**src/rtl/alien_line_scheduler.sv**
```systemverilog
// -----------------------------------------------------------------------------
// alien_pkg / alien_line_scheduler
//
// Purpose: per-scanline sprite scheduler for a VGA alien renderer. A pending
// alien table is written by the game logic and copied into the active table
// once per frame at the start of vertical blanking. During each horizontal
// blanking interval the active table is scanned, one slot per clock, to
// build the list of at most N_LINE aliens that cover the next line. For every
// pixel of a line, the lowest-position list entry covering h_cnt is presented
// to the renderer one clock later.
//
// Ports:
//   clk, rst         : clock, synchronous active-high reset
//   h_cnt, v_cnt     : current VGA pixel position (10 bits each)
//   wr_en, wr_idx,
//   wr_data, wr_kill : write (or, with wr_kill, invalidate) one pending slot
//   tbl_clear        : invalidate every pending slot (a coincident write wins
//                      for its own slot)
//   obj_data, obj_hit,
//   obj_slot         : alien selected for the previous cycle's pixel
//   line_overflow    : a line held more than N_LINE aliens (sticky per frame)
//   scan_busy        : the line scan is running or waiting for the next line
// -----------------------------------------------------------------------------
package alien_pkg;
    typedef struct packed {
        logic [9:0] _x_pos;
        logic [9:0] _y_pos;
        logic [5:0] _r;
    } AlienData;
endpackage

module alien_line_scheduler
    import alien_pkg::*;
#(
    parameter int N_SLOTS  = 8,
    parameter int N_LINE   = 4,
    parameter int H_ACTIVE = 640,
    parameter int V_ACTIVE = 480,
    parameter int V_TOTAL  = 525,
    localparam int SW      = (N_SLOTS > 1) ? $clog2(N_SLOTS) : 1
) (
    input  logic          clk,
    input  logic          rst,
    input  logic [9:0]    h_cnt,
    input  logic [9:0]    v_cnt,
    input  logic          wr_en,
    input  logic [SW-1:0] wr_idx,
    input  AlienData      wr_data,
    input  logic          wr_kill,
    input  logic          tbl_clear,
    output AlienData      obj_data,
    output logic          obj_hit,
    output logic [SW-1:0] obj_slot,
    output logic          line_overflow,
    output logic          scan_busy
);

    localparam int CW = $clog2(N_LINE + 1);
    localparam int LW = (N_LINE > 1) ? $clog2(N_LINE) : 1;
    localparam logic [9:0] H_ACT_C = 10'(H_ACTIVE);
    localparam logic [9:0] V_ACT_C = 10'(V_ACTIVE);
    localparam logic [9:0] V_LAST  = 10'(V_TOTAL - 1);

    typedef enum logic [1:0] {IDLE, SCAN, DONE} state_t;

    // A span of half-height hh = 32 - r around ctr covers pos when hh > 0 and
    // ctr - hh <= pos < ctr + hh. Signed 12-bit math lets ctr - hh go negative
    // so aliens near the top/left edge clip instead of wrapping.
    function automatic logic span_hit(input logic [9:0] pos, input logic [9:0] ctr,
                                      input logic [5:0] r);
        logic signed [11:0] hh;
        logic signed [11:0] c;
        logic signed [11:0] p;
        hh = 12'sd32 - $signed({6'd0, r});
        c  = $signed({2'd0, ctr});
        p  = $signed({2'd0, pos});
        return (hh > 12'sd0) && ((c - hh) <= p) && (p < (c + hh));
    endfunction

    AlienData         pend_data_q [N_SLOTS];
    AlienData         pend_data_d [N_SLOTS];
    AlienData         act_data_q  [N_SLOTS];
    AlienData         act_data_d  [N_SLOTS];
    logic [N_SLOTS-1:0] pend_vld_q, pend_vld_d;
    logic [N_SLOTS-1:0] act_vld_q, act_vld_d;

    state_t           state_q, state_d;
    logic [SW-1:0]    scan_idx_q, scan_idx_d;
    logic [9:0]       line_q, line_d;
    logic [CW-1:0]    nxt_cnt_q, nxt_cnt_d;
    logic [CW-1:0]    cur_cnt_q, cur_cnt_d;
    logic [SW-1:0]    nxt_slot_q [N_LINE];
    logic [SW-1:0]    nxt_slot_d [N_LINE];
    logic [SW-1:0]    cur_slot_q [N_LINE];
    logic [SW-1:0]    cur_slot_d [N_LINE];
    logic             ovf_q, ovf_d;

    logic             vb_prev_q, hb_prev_q, h0_prev_q;
    logic             vb_cond, hb_cond, h0_cond;
    logic             vb_ev, hb_ev, h0_ev;

    logic             obj_hit_q, obj_hit_d;
    logic [SW-1:0]    obj_slot_q, obj_slot_d;
    AlienData         obj_data_q, obj_data_d;

    logic             promote;
    logic [CW-1:0]    eff_cnt;
    logic [SW-1:0]    eff_slot [N_LINE];

    always_comb begin
        vb_cond = (v_cnt == V_ACT_C) && (h_cnt == 10'd0);
        hb_cond = (h_cnt == H_ACT_C);
        h0_cond = (h_cnt == 10'd0);
        vb_ev   = vb_cond && !vb_prev_q;
        hb_ev   = hb_cond && !hb_prev_q;
        h0_ev   = h0_cond && !h0_prev_q;

        pend_data_d = pend_data_q;
        pend_vld_d  = pend_vld_q;
        act_data_d  = act_data_q;
        act_vld_d   = act_vld_q;
        state_d     = state_q;
        scan_idx_d  = scan_idx_q;
        line_d      = line_q;
        nxt_cnt_d   = nxt_cnt_q;
        nxt_slot_d  = nxt_slot_q;
        cur_cnt_d   = cur_cnt_q;
        cur_slot_d  = cur_slot_q;
        ovf_d       = ovf_q;
        promote     = 1'b0;

        // The active copy takes the registered pending table, so a write in
        // the load cycle only reaches pending.
        if (vb_ev) begin
            act_data_d = pend_data_q;
            act_vld_d  = pend_vld_q;
            ovf_d      = 1'b0;
        end

        if (tbl_clear) begin
            pend_vld_d = '0;
        end
        if (wr_en) begin
            pend_vld_d[wr_idx] = !wr_kill;
            if (!wr_kill) begin
                pend_data_d[wr_idx] = wr_data;
            end
        end

        unique case (state_q)
            IDLE: begin
                if (hb_ev) begin
                    state_d    = SCAN;
                    scan_idx_d = '0;
                    line_d     = (v_cnt == V_LAST) ? 10'd0 : v_cnt + 10'd1;
                end
            end
            SCAN: begin
                if (act_vld_q[scan_idx_q] &&
                    span_hit(line_q, act_data_q[scan_idx_q]._y_pos, act_data_q[scan_idx_q]._r)) begin
                    if (nxt_cnt_q == CW'(N_LINE)) begin
                        ovf_d = 1'b1;
                    end else begin
                        nxt_slot_d[nxt_cnt_q[LW-1:0]] = scan_idx_q;
                        nxt_cnt_d = nxt_cnt_q + CW'(1);
                    end
                end
                if (scan_idx_q == SW'(N_SLOTS - 1)) begin
                    state_d = DONE;
                end else begin
                    scan_idx_d = scan_idx_q + SW'(1);
                end
            end
            DONE: begin
                if (h0_ev) begin
                    promote    = 1'b1;
                    cur_cnt_d  = nxt_cnt_q;
                    cur_slot_d = nxt_slot_q;
                    nxt_cnt_d  = '0;
                    state_d    = IDLE;
                end
            end
            default: state_d = IDLE;
        endcase

        // The list being promoted this cycle already serves pixel h_cnt==0.
        eff_cnt  = promote ? nxt_cnt_q  : cur_cnt_q;
        eff_slot = promote ? nxt_slot_q : cur_slot_q;

        // Walk from the back so the lowest list position wins.
        obj_hit_d  = 1'b0;
        obj_slot_d = '0;
        obj_data_d = '0;
        for (int k = N_LINE - 1; k >= 0; k--) begin
            if ((CW'(k) < eff_cnt) &&
                span_hit(h_cnt, act_data_q[eff_slot[k]]._x_pos, act_data_q[eff_slot[k]]._r)) begin
                obj_hit_d  = 1'b1;
                obj_slot_d = eff_slot[k];
                obj_data_d = act_data_q[eff_slot[k]];
            end
        end
        if (v_cnt >= V_ACT_C) begin
            obj_hit_d  = 1'b0;
            obj_slot_d = '0;
            obj_data_d = '0;
        end
    end

    always_ff @(posedge clk) begin
        if (rst) begin
            pend_vld_q <= '0;
            act_vld_q  <= '0;
            state_q    <= IDLE;
            scan_idx_q <= '0;
            line_q     <= '0;
            nxt_cnt_q  <= '0;
            cur_cnt_q  <= '0;
            ovf_q      <= 1'b0;
            // Primed high so a condition already true out of reset is not an edge.
            vb_prev_q  <= 1'b1;
            hb_prev_q  <= 1'b1;
            h0_prev_q  <= 1'b1;
            obj_hit_q  <= 1'b0;
            obj_slot_q <= '0;
            obj_data_q <= '0;
        end else begin
            pend_vld_q <= pend_vld_d;
            act_vld_q  <= act_vld_d;
            state_q    <= state_d;
            scan_idx_q <= scan_idx_d;
            line_q     <= line_d;
            nxt_cnt_q  <= nxt_cnt_d;
            cur_cnt_q  <= cur_cnt_d;
            ovf_q      <= ovf_d;
            vb_prev_q  <= vb_cond;
            hb_prev_q  <= hb_cond;
            h0_prev_q  <= h0_cond;
            obj_hit_q  <= obj_hit_d;
            obj_slot_q <= obj_slot_d;
            obj_data_q <= obj_data_d;
        end
    end

    // Table contents and list slot numbers are qualified by the valid bits and
    // counts above, so they carry no reset.
    always_ff @(posedge clk) begin
        pend_data_q <= pend_data_d;
        act_data_q  <= act_data_d;
        nxt_slot_q  <= nxt_slot_d;
        cur_slot_q  <= cur_slot_d;
    end

    assign obj_hit       = obj_hit_q;
    assign obj_slot      = obj_slot_q;
    assign obj_data      = obj_data_q;
    assign line_overflow = ovf_q;
    assign scan_busy     = (state_q != IDLE);

endmodule
```
**config.mk**
```make
export PLATFORM = sky130hd
export DESIGN_NAME = alien_line_scheduler
export DESIGN_NICKNAME = d
export VERILOG_FILES = /design/src/rtl/alien_line_scheduler.sv
export SDC_FILE = /design/constraint.sdc
export NUM_CORES = 1
export LEC_CHECK = 0
export ABC_AREA = 1
export CORE_UTILIZATION = 50
export DETAILED_ROUTE_END_ITERATION = 8
export PLACE_DENSITY_LB_ADDON = 0.3
export SLEW_MARGIN = 20
export SYNTH_ARGS = -nofsm -noshare
export SYNTH_HDL_FRONTEND = slang
export SYNTH_SLANG_ARGS = --single-unit
```
**constraint.sdc**
```tcl
create_clock -name clk -period 8.6 [get_ports clk]
set_clock_uncertainty 0.05 [all_clocks]
set_input_delay 1.29 -clock clk [delete_from_list [all_inputs] [get_ports clk]]
set_output_delay 1.29 -clock clk [all_outputs]
set_load 0.03 [all_outputs]
```
After elaboration in Yosys (flattened, before gate mapping) --
Cells that the tools add are included.
Cells by class: add/sub/neg operators 18, $lt $le $gt $ge 32, equal/unequal tests 13, mux-type cells 60, bitwise logic cells 9, reductions and logical operators 39
Operators with widths (number):
- $bmux W26 S3 | 5
- $mux W26 | 13
- $bwmux W208 | 1
- $demux W26 S3 | 1
- $add A11 B7 Y12 | 5
- $le A12 B11 Y1 | 5
- $lt A11 B12 Y1 | 5
- $sub A11 B7 Y12 | 5
- $gt A7 B1 Y1 const B | 5
- $sub A6 B6 Y7 const A | 5
- $mux W3 | 11
- $mux W16 | 2
- $ge A4 B4 Y1 const B | 6
- $not A3 Y4 | 6
- $logic_and A1 B1 Y1 | 22
- $eq A10 B10 Y1 const B | 2
- $mux W8 | 2
- $bwmux W12 | 1
- $mux W1 | 12
- $mux W12 | 1
- $ne A2 B2 Y1 const B | 6
- $pmux W3 S2 | 2
- $add A10 B1 Y10 const B | 1
- $eq A10 B9 Y1 const B | 1
- 29 further kinds | 46
Storage, ports and cells: register bits after elaboration 511, bits of input ports 54, output and inout bits 32

Depth between registers and ports, before layout --
Gate-level depths: netlist (run 1).
depth after elaboration 19, mapped depth 48, gate-level depth less buffers 44

Worst setup path after synthesis (run 1) --
Ideal clock, no wire load.
path type input to register, from input h_cnt[3], to register act_vld_q[6], setup time 159 ps, arrival time 8621 ps, required time 8391 ps, path slack -230 ps, cell stages on the path 8, buffers on the path 1, path through inv_1 nand2_1 nor2_4 nand2_1 nor3_1 clkbuf_1 o21ai_0 a21oi_1
Between the ends: longest elaborated chain between the ends 3
Ends and longest elaborated chain:
- start, declared | line 44 | input logic [9:0] h_cnt,
- $logic_not A10 Y1 | line 111 | vb_cond = (v_cnt == V_ACT_C) && (h_cnt == 10'd0);
- $logic_and A1 B1 Y1 | line 111
- $logic_and A1 B1 Y1 | line 114 | vb_ev = vb_cond && !vb_prev_q;
- net vb_ev | line 100 | logic vb_ev, hb_ev, h0_ev;
- end signal, assigned | line 228 | act_vld_q <= act_vld_d;
- end, declared | line 85 | logic [N_SLOTS-1:0] act_vld_q, act_vld_d;
The timed path passes the listed nets, and every way through them passes these cells. A chain may end at the register's enable or synchronous reset.

Worst setup path after layout (run 1) --
from input h_cnt[9], to register obj_data_q, in the netlist obj_data[25]
Between the ends: longest elaborated chain between the ends 19, elaborated cells between the ends (all ways) 66, those cells by class add/sub (12); order compare (16); mux (20); bitwise (4); reduce/logical (14)
Ends and longest elaborated chain:
- $logic_not A10 Y1 | line 113 | h0_cond = (h_cnt == 10'd0);
- $logic_and A1 B1 Y1 | line 116 | h0_ev = h0_cond && !h0_prev_q;
- $mux W1 | line 175 | if (h0_ev) begin
- $mux W1 | line 150 | unique case (state_q)
- $mux W12 | line 188 | eff_slot = promote ? nxt_slot_q : cur_slot_q;
- $not A3 Y4 (implied by the code) | line 196, 199
- $bmux W26 S3 | line 196, 199
- $mux W26 (implied by the code) (2 in series) | line 196, 199
- $sub A6 B6 Y7 | line 74 | hh = 12'sd32 - $signed({6'd0, r});
- $sub A11 B7 Y12 | line 77 | return (hh > 12'sd0) && ((c - hh) <= p) && (p < (c + hh));
- $le A12 B11 Y1 | line 77
- $logic_and A1 B1 Y1 (2 in series) | line 77
- $logic_and A1 B1 Y1 | line 195 | if ((CW'(k) < eff_cnt) &&
- $mux W26 (3 in series) | line 195
- $mux W26 * | line 195
- end signal, assigned | line 240 | obj_data_q <= obj_data_d;
- end, declared | line 104 | AlienData obj_data_q, obj_data_d;
Mark *: on every way between the ends. The rest lies on a longest branch, timed or not. The select of a mux whose other input is x is not followed.

==> impl_metrics.py, run 1 <==
metrics = {
    "worst_setup_path": {
        "required_ns": 9.05,
        "path_buf_inv": 7,
        "r2r_end": "obj_data[25]",
        "crit_family": "compound AO/OA/AOI/OAI gates",
        "r2r_start": "state_q[1]",
        "critPathKind": "in2reg",
        "endpoint_kind": "flop",
        "cp_common_cell": "a21oi_1",
        "critPathSlowestCell": "o21ai_0",
        "cp.arrival_ns": 8.57,
        "r2r_slack_ns": 1.43,
        "cp_slowest_stage_delay_ns": 0.67,
        "path_max_fanout": 32,
        "r2r_cells": 30,
        "start_kind": "primary input",
        "path_depth": 30,
    },
    "detailed_routing": {
        "drt_iter0_drc": 3784,
        "via_per_inst": 5.93,
        "firstDrtPassIters": 7,
        "ant_nets": 0,
        "drcViolationCount": 0,
        "wl_per_cell_um": 21.3,
        "wl_um": 107000,
        "vias": 29600,
    },
    "timing": {
        "max_freq_ghz": 0.123,
        "final-setup-viol-count": 0,
        "drv_slew": 0,
        "fin_setup_tns_ns": 0,
        "fin_crit_ns": 8.12,
        "slew_headroom": 0.272,
        "rsz0062_at_grt": "no",
        "tightest_slew_ns": 1.08,
        "fin_crit_sh": 0.944,
        "hold_violations": 0,
        "holdWs_ns": 0.356,
    },
    "hold_path": {
        "worstHoldStart": "pend_data_q[56]",
        "hold_depth": 0,
        "hold_path_class": "reg2reg",
        "min_to": "act_data_q[56]",
    },
    "pwr": {
        "p_int_uw": 4040,
        "p_switching_uw": 1100,
        "p_seq_frac": 0.526,
        "swShare": 0.214,
        "irDropWorstVdd_v": 0.000167,
        "power_per_cell_area_mw_per_mm2": 140,
        "finalPower_uw": 5140,
        "p_leak_uw": 0.0155,
        "pwr-share-comb": 0.026,
        "p_clk_frac": 0.448,
    },
    "global_route": {
        "antenna_found_initial": 1,
        "grtUsageMet3": 0.0480,
        "grt_pass1_wl_um": 160000,
        "grt_overflow": 0,
        "grt_max_degree": 153,
        "grt_pass1_vias": 26700,
        "grt_use_met1": 0.414,
        "met2_usage": 0.493,
        "grtUsageTotal": 0.311,
        "grt.busiest_layer": "met2",
    },
    "clocking": {
        "cts_setup_buffers": 0,
        "hold_buffers": 0,
        "cts.htree.levels": 2,
        "cts.reportedPaths.clkPinSlew_ns": 0.06,
        "post_cts_resize_count": 0,
        "insertion_delay_ns": 0.64,
        "root_buffer": "clkbuf_16",
        "cts_buffer_depth": 3,
        "cts_sinks": 511,
        "cts-buffers-inserted": 52,
        "cts_tree": "yes",
    },
    "logic_synthesis": {
        "synth.ff_latch_count": 511,
        "yosysWarnings": 0,
        "synthCells": 4066,
        "synth-seq-area-share": 0.441,
        "syn-cell-area_mm2": 0.0332,
        "synth_cell_type_count": 53,
        "syn_area_per_cell_um2": 8.16,
        "synthTopCellsByArea": "edfxtp_1 (40%), nand2_1 (10%), ha_1 (8.4%), nand3_1 (6.4%), o21ai_0 (6.1%)",
        "synth_top_area_share": 0.398,
        "synth_fp_nets": 4352,
        "synth-edff-count": 440,
        "async_flop_share": 0,
        "yosysTopAreaCell": "edfxtp_1",
        "synth_top_flop_cell": "edfxtp_1",
    },
    "floorplan": {
        "fp.dieArea_mm2": 0.0674,
        "pin_count": 86,
        "die_w_um": 260,
        "die_y_um": 260,
        "row_count": 94,
        "start_util": 0.505,
        "core-area_mm2": 0.0657,
    },
    "place": {
        "finalWeightedCongestion": 0.969,
        "hpwl_um": 72500,
        "port_buffers": 85,
        "dp_cells": 4898,
    },
    "final_layout": {
        "drive_gt1_frac": 0.0678,
        "fill_cells": 5969,
        "finish.utilization": 0.560,
        "instances_no_fill": 4996,
        "final_nets": 4374,
        "synthToLayoutAreaGrowth_pct": 10.9,
    },
    "status": {
        "status": "finished, final reports clean",
    },
    "run": {
        "cap_violations": 0,
    },
}
-- worst max path at each step --
| stage | from | end | slack (ns) |
|---|---|---|---|
| detailed placement | h_cnt[9] | obj_data[25] | 0.19 |
| finish | h_cnt[9] | obj_data[25] | 0.48 |
| global route | h_cnt[9] | obj_data[25] | 0.17 |
| floorplan | h_cnt[3] | obj_data[16] | 2.15 |
| global placement | h_cnt[9] | obj_data[25] | 0.27 |
| CTS | h_cnt[9] | obj_data[25] | 0.82 |
-- metrics by stage --
stage                     instance area (um^2)  setup slack (ns)
after global placement                   35100             0.270
after floorplan                          33200              2.15
final                                    36800             0.485
after global routing                     36800             0.173
after detailed placement                 35100             0.192
after CTS                                36800             0.818
-- state kept, by name (all words and copies together) (netlist names), 8 cells and up --
| signal | cells |
|---|---|
| cur_slot_q | 12 |
| pend_data_q | 208 |
| nxt_slot_q | 12 |
| obj_data | 26 |
| act_data_q | 208 |
| line_q | 10 |
| act_vld_q | 8 |
| pend_vld_q | 8 |
-- metal layers --
layer / routed length, um / share of wire
met5: 14 / 0.00013
met4: 5830 / 0.055
met3: 11000 / 0.10
met2: 47400 / 0.45
met1: 42300 / 0.40
-- placed cells by master, fill, tap and decap left out, types with 23 or more instances in the layout --
cell / Yosys / final
nor2_1: 181 / 174
nand4_1: 28 / 28
clkbuf_16: 0 / 53
dfxtp_1: 71 / 70
inv_1: 436 / 436
a21oi_1: 345 / 345
buf_4: 22 / 97
o211ai_1: 36 / 36
clkdlybuf4s50_1: 0 / 85
edfxtp_1: 440 / 440
nand3_1: 424 / 424
ha_1: 222 / 222
o21ai_0: 407 / 407
nand2_1: 928 / 928
xor2_1: 72 / 72
o221ai_1: 23 / 23
-- power by group through the flow --
stage          clock network [uW]  registers [uW]  logic [uW]
2_1_floorplan                   0            2750        53.8
3_3_place_gp                    0            2750         128
4_1_cts                      2330            2700         132
3_5_place_dp                    0            2750         132
6_report                     2300            2700         132
5_1_grt                      2420            2700         145
-- worst register-to-register path: cells and delay by family, from the launching register on --
| kind | cells | cell delay (ns) |
|---|---|---|
| xor gates and xnor gates | 1 | 0.22 |
| DFF | 1 | 0.39 |
| AOI/OAI and AO/OA | 11 | 2.67 |
| buffers and inverters | 7 | 1.36 |
| and+or+nand+nor | 8 | 1.39 |
| adders and majority gates | 3 | 0.99 |
-- logic make-up after synthesis --
family / Yosys count / share of synthesized area
AOI/OAI and AO/OA: 939 / 0.157
buffers and inverters: 682 / 0.0849
xor gates and xnor gates: 79 / 0.0208
DFF: 511 / 0.441
adders and majority gates: 232 / 0.0897
and+or+nand+nor: 1623 / 0.207
-- synth_stat cells, types with 36 or more instances --
library cell	count
clkbuf_1	133
xor2_1	72
nand2_1	928
o21ai_0	407
o211ai_1	36
a21oi_1	345
inv_1	436
dfxtp_1	71
nand3_1	424
nor2_1	181
edfxtp_1	440
ha_1	222
-- final cells by class --
class	instances	area, um^2	area share
clock inverters	37	384	0.0104
diodes	1	2.50	0.0000680
clock buffers	60	1350	0.0367
flip-flops and latches	511	14600	0.398
repair buffers	191	1760	0.0478
inverters	459	1730	0.0469
multi-input cells	2873	15900	0.431
well taps	864	1080	0.0294
No activity file was read; power rests on OpenSTA's default activity.
==> inputs of run 2 (changes only) <==
--- a/config.mk
+++ b/config.mk
@@ -6,7 +6,7 @@
 export NUM_CORES = 1
 export LEC_CHECK = 0
 export ABC_AREA = 1
-export CORE_UTILIZATION = 50
+export CORE_UTILIZATION = 35
 export DETAILED_ROUTE_END_ITERATION = 8
 export PLACE_DENSITY_LB_ADDON = 0.3
 export SLEW_MARGIN = 20
==> run 2 against run 1 <==
Effect of this change: flip-flop and latch count unchanged; fmax rose by 3.0%; power up 2.8%; combinational power hardly changed; hold slack better by 0.0019 ns; critical path depth rose by 6; non-clock buffer count decreased by 14; die area up 42%; final area rose by 1.3%; setup slack gained 0.24 ns; utilization down 16 points; count of clock-buffer cells in the layout is 3 higher; largest cell class unchanged.
==> impl_metrics.py, run 2 (same netlist as run 1, synthesis figures left out) <==
metrics = {
    "hold_path": {
        "hold_path_class": "reg2reg",
        "hold_depth": 0,
    },
    "worst_setup_path": {
        "endpoint_kind": "flop",
        "r2r_slack_ns": 1.62,
        "r2r_cells": 36,
        "path_max_fanout": 42,
        "start_kind": "primary input",
        "critPathKind": "in2reg",
        "required_ns": 9.09,
        "cp_slowest_stage_delay_ns": 0.50,
        "critPathSlowestCell": "ha_1",
        "cp_common_cell": "nand2_1",
        "cp.arrival_ns": 8.36,
    },
    "global_route": {
        "grt_max_degree": 160,
        "grtUsageTotal": 0.230,
        "grt_overflow": 0,
        "grt_pass1_wl_um": 168000,
        "antenna_found_initial": 4,
        "grt_pass1_vias": 27100,
    },
    "clocking": {
        "root_buffer": "clkbuf_16",
        "cts_tree": "yes",
        "cts.reportedPaths.clkPinSlew_ns": 0.07,
        "cts-buffers-inserted": 54,
        "hold_buffers": 0,
        "cts_buffer_depth": 3,
        "cts_setup_buffers": 0,
        "cts.htree.levels": 2,
        "cts_sinks": 511,
        "post_cts_resize_count": 0,
        "insertion_delay_ns": 0.62,
    },
    "pwr": {
        "irDropWorstVdd_v": 0.000151,
        "power_per_cell_area_mw_per_mm2": 142,
        "p_leak_uw": 0.0155,
        "finalPower_uw": 5280,
    },
    "timing": {
        "slew_headroom": 0.326,
        "final-setup-viol-count": 0,
        "drv_slew": 0,
        "holdWs_ns": 0.358,
        "hold_violations": 0,
        "tightest_slew_ns": 1.01,
        "rsz0062_at_grt": "no",
        "max_freq_ghz": 0.127,
        "fin_crit_sh": 0.916,
        "fin_setup_tns_ns": 0,
        "fin_crit_ns": 7.88,
    },
    "detailed_routing": {
        "vias": 29100,
        "wl_um": 112000,
        "drt_iter0_drc": 2919,
        "wl_per_cell_um": 20.8,
        "ant_nets": 0,
        "firstDrtPassIters": 6,
        "drcViolationCount": 0,
        "via_per_inst": 5.42,
    },
    "place": {
        "port_buffers": 85,
        "hpwl_um": 77000,
        "finalWeightedCongestion": 0.946,
    },
    "run": {
        "cap_violations": 0,
    },
    "final_layout": {
        "fill_cells": 9511,
        "final_nets": 4362,
        "seqCellArea_mm2": 0.0146,
        "multiInputGateArea_mm2": 0.0159,
        "mostFrequentLayoutCells": "nand2_1 (928), edfxtp_1 (440), inv_1 (436), nand3_1 (424), o21ai_0 (407)",
        "layout_commonest_cell": "nand2_1",
        "drive_gt1_frac": 0.0667,
        "synthToLayoutAreaGrowth_pct": 12.3,
    },
    "floorplan": {
        "pin_count": 86,
        "die_w_um": 310,
        "start_util": 0.355,
        "row_count": 112,
        "fp.dieArea_mm2": 0.0961,
        "die_y_um": 310,
        "core-area_mm2": 0.0936,
    },
    "status": {
        "status": "finished, final reports clean",
    },
}
[run 2: per-layer routing]
layer	wire, um	vias up	track usage	share of wire
met5	31	-	0	0.00028
met4	4880	4	0.0949	0.044
met3	8930	291	0.0321	0.080
met2	50500	1381	0.370	0.45
met1	47700	13600	0.310	0.43
li1	-	13800	-	-
[run 2: where the power goes]
| part | switching [uW] | internal [uW] | total (uW) |
|---|---|---|---|
| clock network | 1010 | 1440 | 2450 |
| registers | 4.70 | 2700 | 2700 |
| logic | 85.4 | 49.7 | 135 |
[run 2: path summary, 6_finish.rpt]
check,startpoint,end
setup / recovery,h_cnt[9],obj_data[20]
hold reg to reg,pend_data_q[87],act_data_q[87]
setup reg to reg,state_q[1],obj_data[20]
hold / removal,pend_data_q[87],act_data_q[87]
[run 2: cell type report]
class / instances / share of cell area
multi-input cells: 2873 / 0.426
flip-flops and latches: 511 / 0.393
inverters: 459 / 0.0463
repair buffers: 177 / 0.0427
well taps: 1254 / 0.0421
clock buffers: 63 / 0.0394
clock inverters: 39 / 0.0108
diodes: 1 / 0.0000671
[run 2: critical path, delay by kind of cell]
family,cells,cell delay [ns]
and+or+nand+nor,21,3.06
AOI/OAI and AO/OA,6,1.43
buffers and inverters,5,1.28
adders and majority gates,3,1.10
xor gates and xnor gates,1,0.13
[run 2: metrics by stage]
step	std cells	setup slack [ns]	utilization	area, um^2
2_1_floorplan	4066	2.15	-	33200
4_1_cts	5376	0.810	0.398	37300
3_3_place_gp	5274	0.253	0.378	35400
6_report	5377	0.724	0.398	37300
5_1_grt	5376	0.113	0.398	37300
3_5_place_dp	5274	0.182	0.378	35400
